[src/rtl/fmps_readout_sequencer_if.sv]
// Stream interface carrying FMPS readout entries towards the Mitigation Node path.
//   M_TVALID : beat valid (master -> slave)
//   M_TREADY : beat accepted (slave -> master)
//   M_TDATA  : 32-bit entry data
//   M_TUSER  : {present, index}
//   M_TLAST  : final entry of a completed scan
interface fmps_readout_sequencer_if #(
   parameter int unsigned INDEX_WIDTH = 5
);
   logic                   M_TVALID;
   logic                   M_TREADY;
   logic [31:0]            M_TDATA;
   logic [INDEX_WIDTH:0]   M_TUSER;
   logic                   M_TLAST;

   modport master (output M_TVALID, M_TDATA, M_TUSER, M_TLAST, input M_TREADY);
   modport slave  (input M_TVALID, M_TDATA, M_TUSER, M_TLAST, output M_TREADY);
endinterface

[src/rtl/fmps_readout_sequencer.sv]
// FMPS readout sequencer (sysClk domain).
// Sweeps the FMPS readout RAM (1-cycle read latency) after each rising edge of
// readoutValid and streams every entry on mAxis. Single microBlaze diagnostic
// reads share the same read port and are slotted between stream beats.
// Ports:
//   sysClk, sysResetN          : clock, asynchronous active-low reset
//   FAstrobe                   : FA cycle start, aborts a running scan
//   readoutValid, fmpsCount    : scan trigger (rising edge) and entry count
//   fmpsReadoutAddress/-Readout/-ReadoutPresent : shared RAM read port
//   mAxis                      : stream master ({present,index} in TUSER)
//   uBreadStrobe/-Address, uBack/uBdata/uBpresent : microBlaze read port
//   busy, scanDone, scanAbort, abortCount : status
module fmps_readout_sequencer #(
   parameter int unsigned INDEX_WIDTH      = 5,
   parameter int unsigned FMPS_COUNT_WIDTH = INDEX_WIDTH + 1
) (
   input  logic                        sysClk,
   input  logic                        sysResetN,
   input  logic                        FAstrobe,
   input  logic                        readoutValid,
   input  logic [FMPS_COUNT_WIDTH-1:0] fmpsCount,
   output logic [INDEX_WIDTH-1:0]      fmpsReadoutAddress,
   input  logic [31:0]                 fmpsReadout,
   input  logic                        fmpsReadoutPresent,
   fmps_readout_sequencer_if.master    mAxis,
   input  logic                        uBreadStrobe,
   input  logic [INDEX_WIDTH-1:0]      uBreadAddress,
   output logic                        uBack,
   output logic [31:0]                 uBdata,
   output logic                        uBpresent,
   output logic                        busy,
   output logic                        scanDone,
   output logic                        scanAbort,
   output logic [15:0]                 abortCount
);

   typedef enum logic [2:0] {
      S_IDLE, S_ISSUE, S_CAPTURE, S_HOLD, S_UB_ISSUE, S_UB_CAPTURE
   } state_t;

   localparam int unsigned CW = (FMPS_COUNT_WIDTH > INDEX_WIDTH + 1) ? FMPS_COUNT_WIDTH : INDEX_WIDTH + 1;
   localparam logic [CW-1:0] DEPTH = CW'(1) << INDEX_WIDTH;

   state_t                 state, nextState;
   logic [INDEX_WIDTH-1:0] idx, lastIdx, ubAddr, issueIdx, startLastIdx;
   logic [CW-1:0]          countWide;
   logic                   countZero, startCond, abortReq;
   logic                   scanActive, abortFlag, ubPending, rvD;
   logic                   beatValid, beatLast;
   logic [31:0]            beatData;
   logic [INDEX_WIDTH:0]   beatUser;
   logic                   startScan, captureBeat, beatAccept, takeAbort, takeDone, ubCapture;

   assign mAxis.M_TVALID = beatValid;
   assign mAxis.M_TDATA  = beatData;
   assign mAxis.M_TUSER  = beatUser;
   assign mAxis.M_TLAST  = beatLast;
   assign busy           = (state != S_IDLE);

   // Scan length clamped to the RAM depth; stored as the index of the last entry.
   assign countWide    = CW'(fmpsCount);
   assign countZero    = (fmpsCount == '0);
   assign startLastIdx = (countWide > DEPTH) ? INDEX_WIDTH'(DEPTH - 1'b1) : INDEX_WIDTH'(countWide - 1'b1);
   assign startCond    = (state == S_IDLE) && readoutValid && !rvD && !FAstrobe;
   assign abortReq     = FAstrobe || abortFlag;
   assign issueIdx     = startScan ? '0 : idx + 1'b1;

   always_ff @(posedge sysClk or negedge sysResetN) begin
      if (!sysResetN) state <= S_IDLE;
      else            state <= nextState;
   end

   always_comb begin
      nextState   = state;
      startScan   = 1'b0;
      captureBeat = 1'b0;
      beatAccept  = 1'b0;
      takeAbort   = 1'b0;
      takeDone    = 1'b0;
      ubCapture   = 1'b0;
      case (state)
         S_IDLE: begin
            if (startCond) begin
               if (countZero) takeDone = 1'b1;
               else begin
                  nextState = S_ISSUE;
                  startScan = 1'b1;
               end
            end else if (ubPending) begin
               nextState = S_UB_ISSUE;
            end
         end
         S_ISSUE: begin
            if (abortReq) begin
               nextState = S_IDLE;
               takeAbort = 1'b1;
            end else nextState = S_CAPTURE;
         end
         S_CAPTURE: begin
            // An abort here drops the entry being read; nothing is on the bus yet.
            if (abortReq) begin
               nextState = S_IDLE;
               takeAbort = 1'b1;
            end else begin
               nextState   = S_HOLD;
               captureBeat = 1'b1;
            end
         end
         S_HOLD: begin
            if (mAxis.M_TREADY) begin
               beatAccept = 1'b1;
               if (abortReq) begin
                  nextState = S_IDLE;
                  takeAbort = 1'b1;
               end else if (beatLast) begin
                  nextState = S_IDLE;
                  takeDone  = 1'b1;
               end else if (ubPending) nextState = S_UB_ISSUE;
               else                    nextState = S_ISSUE;
            end
         end
         S_UB_ISSUE: nextState = S_UB_CAPTURE;
         S_UB_CAPTURE: begin
            ubCapture = 1'b1;
            if (scanActive && !abortReq) nextState = S_ISSUE;
            else begin
               nextState = S_IDLE;
               takeAbort = scanActive;
            end
         end
         default: nextState = S_IDLE;
      endcase
   end

   always_ff @(posedge sysClk or negedge sysResetN) begin
      if (!sysResetN) begin
         rvD                <= 1'b0;
         scanActive         <= 1'b0;
         abortFlag          <= 1'b0;
         ubPending          <= 1'b0;
         ubAddr             <= '0;
         idx                <= '0;
         lastIdx            <= '0;
         fmpsReadoutAddress <= '0;
         beatValid          <= 1'b0;
         beatLast           <= 1'b0;
         beatData           <= '0;
         beatUser           <= '0;
         uBack              <= 1'b0;
         uBdata             <= '0;
         uBpresent          <= 1'b0;
         scanDone           <= 1'b0;
         scanAbort          <= 1'b0;
         abortCount         <= '0;
      end else begin
         rvD <= readoutValid;

         if (startScan) begin
            scanActive <= 1'b1;
            lastIdx    <= startLastIdx;
         end else if (nextState == S_IDLE) begin
            scanActive <= 1'b0;
         end

         if (nextState == S_IDLE)          abortFlag <= 1'b0;
         else if (FAstrobe && scanActive)  abortFlag <= 1'b1;

         // A strobe in the same cycle the pending request is consumed re-arms it.
         if (uBreadStrobe) begin
            ubPending <= 1'b1;
            ubAddr    <= uBreadAddress;
         end else if (nextState == S_UB_ISSUE) begin
            ubPending <= 1'b0;
         end

         if (nextState == S_ISSUE) begin
            idx                <= issueIdx;
            fmpsReadoutAddress <= issueIdx;
         end else if (nextState == S_UB_ISSUE) begin
            fmpsReadoutAddress <= ubAddr;
         end

         if (captureBeat) begin
            beatValid <= 1'b1;
            beatData  <= fmpsReadout;
            beatUser  <= {fmpsReadoutPresent, idx};
            beatLast  <= (idx == lastIdx);
         end else if (beatAccept) begin
            beatValid <= 1'b0;
            beatLast  <= 1'b0;
         end

         uBack <= ubCapture;
         if (ubCapture) begin
            uBdata    <= fmpsReadout;
            uBpresent <= fmpsReadoutPresent;
         end

         scanDone  <= takeDone;
         scanAbort <= takeAbort;
         if (takeAbort && abortCount != '1) abortCount <= abortCount + 1'b1;
      end
   end

endmodule

[src/flat_wrapper.sv]
// flat-port wrapper written by rule: the top's interface ports become plain ports
module fmps_readout_sequencer_flat 
#(
   parameter int unsigned INDEX_WIDTH      = 5,
   parameter int unsigned FMPS_COUNT_WIDTH = INDEX_WIDTH + 1
)
  (sysClk, sysResetN, FAstrobe, readoutValid, fmpsCount, fmpsReadoutAddress, fmpsReadout, fmpsReadoutPresent, uBreadStrobe, uBreadAddress, uBack, uBdata, uBpresent, busy, scanDone, scanAbort, abortCount, mAxis_M_TVALID, mAxis_M_TDATA, mAxis_M_TUSER, mAxis_M_TLAST, mAxis_M_TREADY);
  fmps_readout_sequencer_if #(.INDEX_WIDTH(INDEX_WIDTH)) mAxis_i ();
  input  logic sysClk;
  input  logic sysResetN;
  input  logic FAstrobe;
  input  logic readoutValid;
  input  logic [FMPS_COUNT_WIDTH-1:0] fmpsCount;
  output logic [INDEX_WIDTH-1:0] fmpsReadoutAddress;
  input  logic [31:0] fmpsReadout;
  input  logic fmpsReadoutPresent;
  input  logic uBreadStrobe;
  input  logic [INDEX_WIDTH-1:0] uBreadAddress;
  output logic uBack;
  output logic [31:0] uBdata;
  output logic uBpresent;
  output logic busy;
  output logic scanDone;
  output logic scanAbort;
  output logic [15:0] abortCount;
  output wire logic [$bits(mAxis_i.M_TVALID)-1:0] mAxis_M_TVALID;
  output wire logic [$bits(mAxis_i.M_TDATA)-1:0] mAxis_M_TDATA;
  output wire logic [$bits(mAxis_i.M_TUSER)-1:0] mAxis_M_TUSER;
  output wire logic [$bits(mAxis_i.M_TLAST)-1:0] mAxis_M_TLAST;
  input wire logic [$bits(mAxis_i.M_TREADY)-1:0] mAxis_M_TREADY;
  assign mAxis_M_TVALID = mAxis_i.M_TVALID;
  assign mAxis_M_TDATA = mAxis_i.M_TDATA;
  assign mAxis_M_TUSER = mAxis_i.M_TUSER;
  assign mAxis_M_TLAST = mAxis_i.M_TLAST;
  assign mAxis_i.M_TREADY = mAxis_M_TREADY;
  fmps_readout_sequencer #(.INDEX_WIDTH(INDEX_WIDTH), .FMPS_COUNT_WIDTH(FMPS_COUNT_WIDTH)) u_core (.sysClk(sysClk), .sysResetN(sysResetN), .FAstrobe(FAstrobe), .readoutValid(readoutValid), .fmpsCount(fmpsCount), .fmpsReadoutAddress(fmpsReadoutAddress), .fmpsReadout(fmpsReadout), .fmpsReadoutPresent(fmpsReadoutPresent), .mAxis(mAxis_i), .uBreadStrobe(uBreadStrobe), .uBreadAddress(uBreadAddress), .uBack(uBack), .uBdata(uBdata), .uBpresent(uBpresent), .busy(busy), .scanDone(scanDone), .scanAbort(scanAbort), .abortCount(abortCount));
endmodule
[config.mk]
export PLATFORM = sky130hd
export DESIGN_NAME = fmps_readout_sequencer_flat
export DESIGN_NICKNAME = d
export VERILOG_FILES = /design/src/rtl/fmps_readout_sequencer_if.sv /design/src/rtl/fmps_readout_sequencer.sv /design/src/flat_wrapper.sv
export SDC_FILE = /design/constraint.sdc
export NUM_CORES = 1
export LEC_CHECK = 0
export CAP_MARGIN = 20
export CORE_ASPECT_RATIO = 1.75
export CORE_MARGIN = 8
export CORE_UTILIZATION = 46
export CTS_BUF_LIST = sky130_fd_sc_hd__clkbuf_2 sky130_fd_sc_hd__clkbuf_4 sky130_fd_sc_hd__clkbuf_8
export DETAILED_ROUTE_END_ITERATION = 12
export GPL_TIMING_DRIVEN = 0
export PLACE_DENSITY = 0.79
export SYNTH_ARGS = -nofsm -noshare
export SYNTH_HDL_FRONTEND = slang
export SYNTH_SLANG_ARGS = --single-unit
[constraint.sdc]
create_clock -name sysClk -period 2.4 [get_ports sysClk]
set_clock_uncertainty 0.15 [all_clocks]
set_input_delay 0.36 -clock sysClk [delete_from_list [all_inputs] [get_ports sysClk]]
set_output_delay 0.36 -clock sysClk [all_outputs]
set_load 0.005 [all_outputs]
==> reports/qor.yml <==
boundaryPins: 148
status: "finished, final reports clean"
synth-xor-area-share_pct: 4.46
synth_top_family_by_area: "simple AND/OR/NAND/NOR gates"
min_path_type: "primary input to flop"
start_util_pct: 46.5
critical-path-max-stage-delay_ns: 0.52
grt-ovfl-total: 0
drtIter0Drc: 139
dp_slack_ns: -0.394
hold_start: "uBreadStrobe"
slowest_stage: "or4b_4"
grt_usage_pct: 18.5
r2r.worst_path.cells: 6
muxShareOfSynthArea_pct: 13.8
synth_most_common_cell: "dfrtp_1"
synth_ff_type: "dfrtp_1"
end_kind: "flop"
insertion_delay_ns: 0.44
rsz0062_at_grt: "no"
drt-total-wl_um: 13100
synth_fp_nets: 496
synth_compound_area_share_pct: 3.70
synth_top_area_cell: "dfrtp_1"
cts_tree: "built"
final-hold-violation-count: 0
drive_above_1_share_pct: 16.1
fp.dieArea_mm2: 0.0149
grt_max_degree: 61
fillers: 853
synth.top_cell.area_share_pct: 58.3
rows: 51
viasPerCell: 5.12
drv_cap: 0
synth_area_per_cell_um2: 11.5
antenna_left: 0
cts_root_buf: "clkbuf_8"
tightest_slew_ns: 0.620
finish.instance_area_mm2: 0.00723
p_leak_nw: 3.38
cts-buffers-inserted: 17
synthArstFlopShare_pct: 100
firstDrtPassIters: 4
core_area_mm2: 0.0110
required_ns: 2.57
arrival_ns: 2.51
seqCellArea_mm2: 0.00298
clock-sinks: 119
power_density_mw_per_mm2: 1260
critical_path.cell_chain: "clkdlybuf4s50_1 > inv_1 > ha_1 > or4b_4 > o211ai_2 > nand4_2 > nand2_4 > mux2_4"
cp_max_fo: 6
synthDistinctLibCells: 51
yosys_warnings: 0
first_global_vias: 4123
yosysSeqAreaShare_pct: 58.3
grt_pass1_wl_um: 21100
die_h_um: 155
ys_ff_latch: 119
crit_path_start_kind: "primary input"
setup_violations: 0
r2r-start: "u_core.state[0]$_DFF_PN0_"
max_slew_margin_pct: 58.7
htree_levels: 4
vias: 3868
clk_path_buf_depth: 2
synth_edf_count: 0
setup_ws_ns: 0.0643
worst_ir_drop_vdd_v: 0.000977
synth_common_cells: "dfrtp_1 (119), nand2_1 (108), mux2_2 (44), nor2_1 (19), xor2_1 (19)"
fmax_mhz: 428
num_antenna_cells: 0
synthCells: 443
period_share_pct: 97.3
io_buffers: 146
holdPathStages: 2
hpwl_um: 9870
synth_area_mm2: 0.00511
period_needed_ns: 2.34
nets: 663
gp_congestion: 0.849
worst-setup-path-type: "primary input to flop"
synth-adder-area-share_pct: 0.735
path_clk_slew_ns: 0.08
synth.area.top_cells: "dfrtp_1 (58%), mux2_2 (9.7%), nand2_1 (7.9%)"
drv_slew: 0
drc: 0
critPathLaunch: "fmpsCount[0]"
chipWidth_um: 95.7
wire_per_inst_um: 17.3
placed_area_mm2: 0.00676
synthSimpleGateAreaFrac_pct: 16.4
multi_input_area_mm2: 0.00201
antenna_found_initial: 0
cts_setup_buffers: 0
syn2layout_area_growth_pct: 41.6
-- cell usage in the layout, fill, tap and decap left out, types with 3 or more instances in the layout --
cell type        synthesis  layout
nand2_1                108     108
mux2i_1                 15      15
nor2_1                  19      19
xnor2_1                  7       7
nor4_1                   4       3
buf_6                    2       3
bufinv_16                0       4
nand3_1                  8       8
clkinvlp_4               0       4
nor2b_1                  4       4
inv_6                    0       3
xor2_1                  19      19
o21ai_0                  5       5
mux2_4                   4       4
dfrtp_1                119     119
clkbuf_1                 8       8
clkbuf_8                 0      18
ha_1                     3       3
mux2_2                  44      44
inv_1                   10      10
a21oi_1                  8       8
nor3b_1                  3       3
buf_2                    4       4
nand4_1                  3       3
nor3_1                  11      10
buf_1                    4       4
clkdlybuf4s50_1          0     145
-- power breakdown --
group	leakage, nW	internal, mW	total (mW)	switching (mW)
Sequential	1.48	2.80	3.32	0.521
Clock	0.213	1.18	2.03	0.850
Combinational	1.68	2.13	3.75	1.62
-- flip-flops by register name (all words and copies together) (netlist names) --
register and flops:
u_core.mAxis.M_TDATA 32, u_core.abortFlag 1, u_core.abortCount 16, u_core.mAxis.M_TUSER 6, u_core.ubPending 1, u_core.fmpsReadoutAddress 5
u_core.ubAddr 5, u_core.mAxis.M_TLAST 1, u_core.scanActive 1, u_core.scanAbort 1, u_core.rvD 1, u_core.uBdata 32
u_core.lastIdx 5, u_core.uBack 1, u_core.idx 5, u_core.state 3, u_core.uBpresent 1, u_core.mAxis.M_TVALID 1
u_core.scanDone 1
-- worst paths after layout --
| check | to | slack, ns |
|---|---|---|
| max | u_core.idx[4]$_DFFE_PN0N_ | 0.06 |
| min | u_core.ubPending$_DFFE_PN0P_ | 0.14 |
| max reg2reg | u_core.idx[4]$_DFFE_PN0N_ | 0.22 |
| min reg2reg | u_core.uBdata[19]$_DFFE_PN0P_ | 0.32 |
| max in group asynchronous | u_core.mAxis.M_TDATA[20]$_DFFE_PN0P_ | 1.11 |
| min in group asynchronous | u_core.abortCount[2]$_DFFE_PN0P_ | 0.29 |
-- logic make-up after synthesis --
kind of cell               count (synthesis)
buffers and inverters                     30
xor gates and xnor gates                  26
AOI/OAI and AO/OA                         25
muxes                                     63
and+or+nand+nor                          177
adders and majority gates                  3
DFF                                      119
-- layer usage --
layer	wire [um]	vias to the layer above	global-route usage [%]
met3	716	32	4.15
li1	-	1824	-
met2	7160	110	32.4
met4	546	0	11.4
met5	0	-	0
met1	4640	1902	18.9
-- final cells by class --
type,instances,share of cell area [%]
sequential,119,41.2
inverter,12,0.623
tap,132,2.28
multi-input combinational,294,27.8
clock inverter,13,2.68
buffer,18,1.21
timing repair buffer,148,20.7
clock buffer,19,3.53
-- what timing repair did --
item / in CTS / in global routing
gates resized for setup: 1 / 1
endpoints found under the setup margin: 1 / 4
hold buffers: 1 / 0
endpoints found under the hold margin: 59 / 0
-- metrics by stage --
stage	power (mW)	cells	setup TNS, ns	hold WS (ns)	util [%]
final	9.10	755	0	0.141	65.9
after global routing	9.67	755	0	0.130	65.9
after CTS	9.21	755	0	0.121	65.9
after detailed placement	7.14	722	-12.52	0.227	61.6
after global placement	6.98	721	-446.24	0.308	61.4
after floorplan	5.09	443	0	-0.0856	-
-- worst max-delay path, delay by kind of cell --
kind | cells | cell delay [ns]
adder cells (fa/ha/maj) | 1 | 0.21
buffers and inverters | 2 | 0.50
AO/OA/AOI/OAI | 1 | 0.18
multiplexers | 1 | 0.31
AND/OR/NAND/NOR | 3 | 0.94
Note: power is estimated with default switching activity, not from simulation.
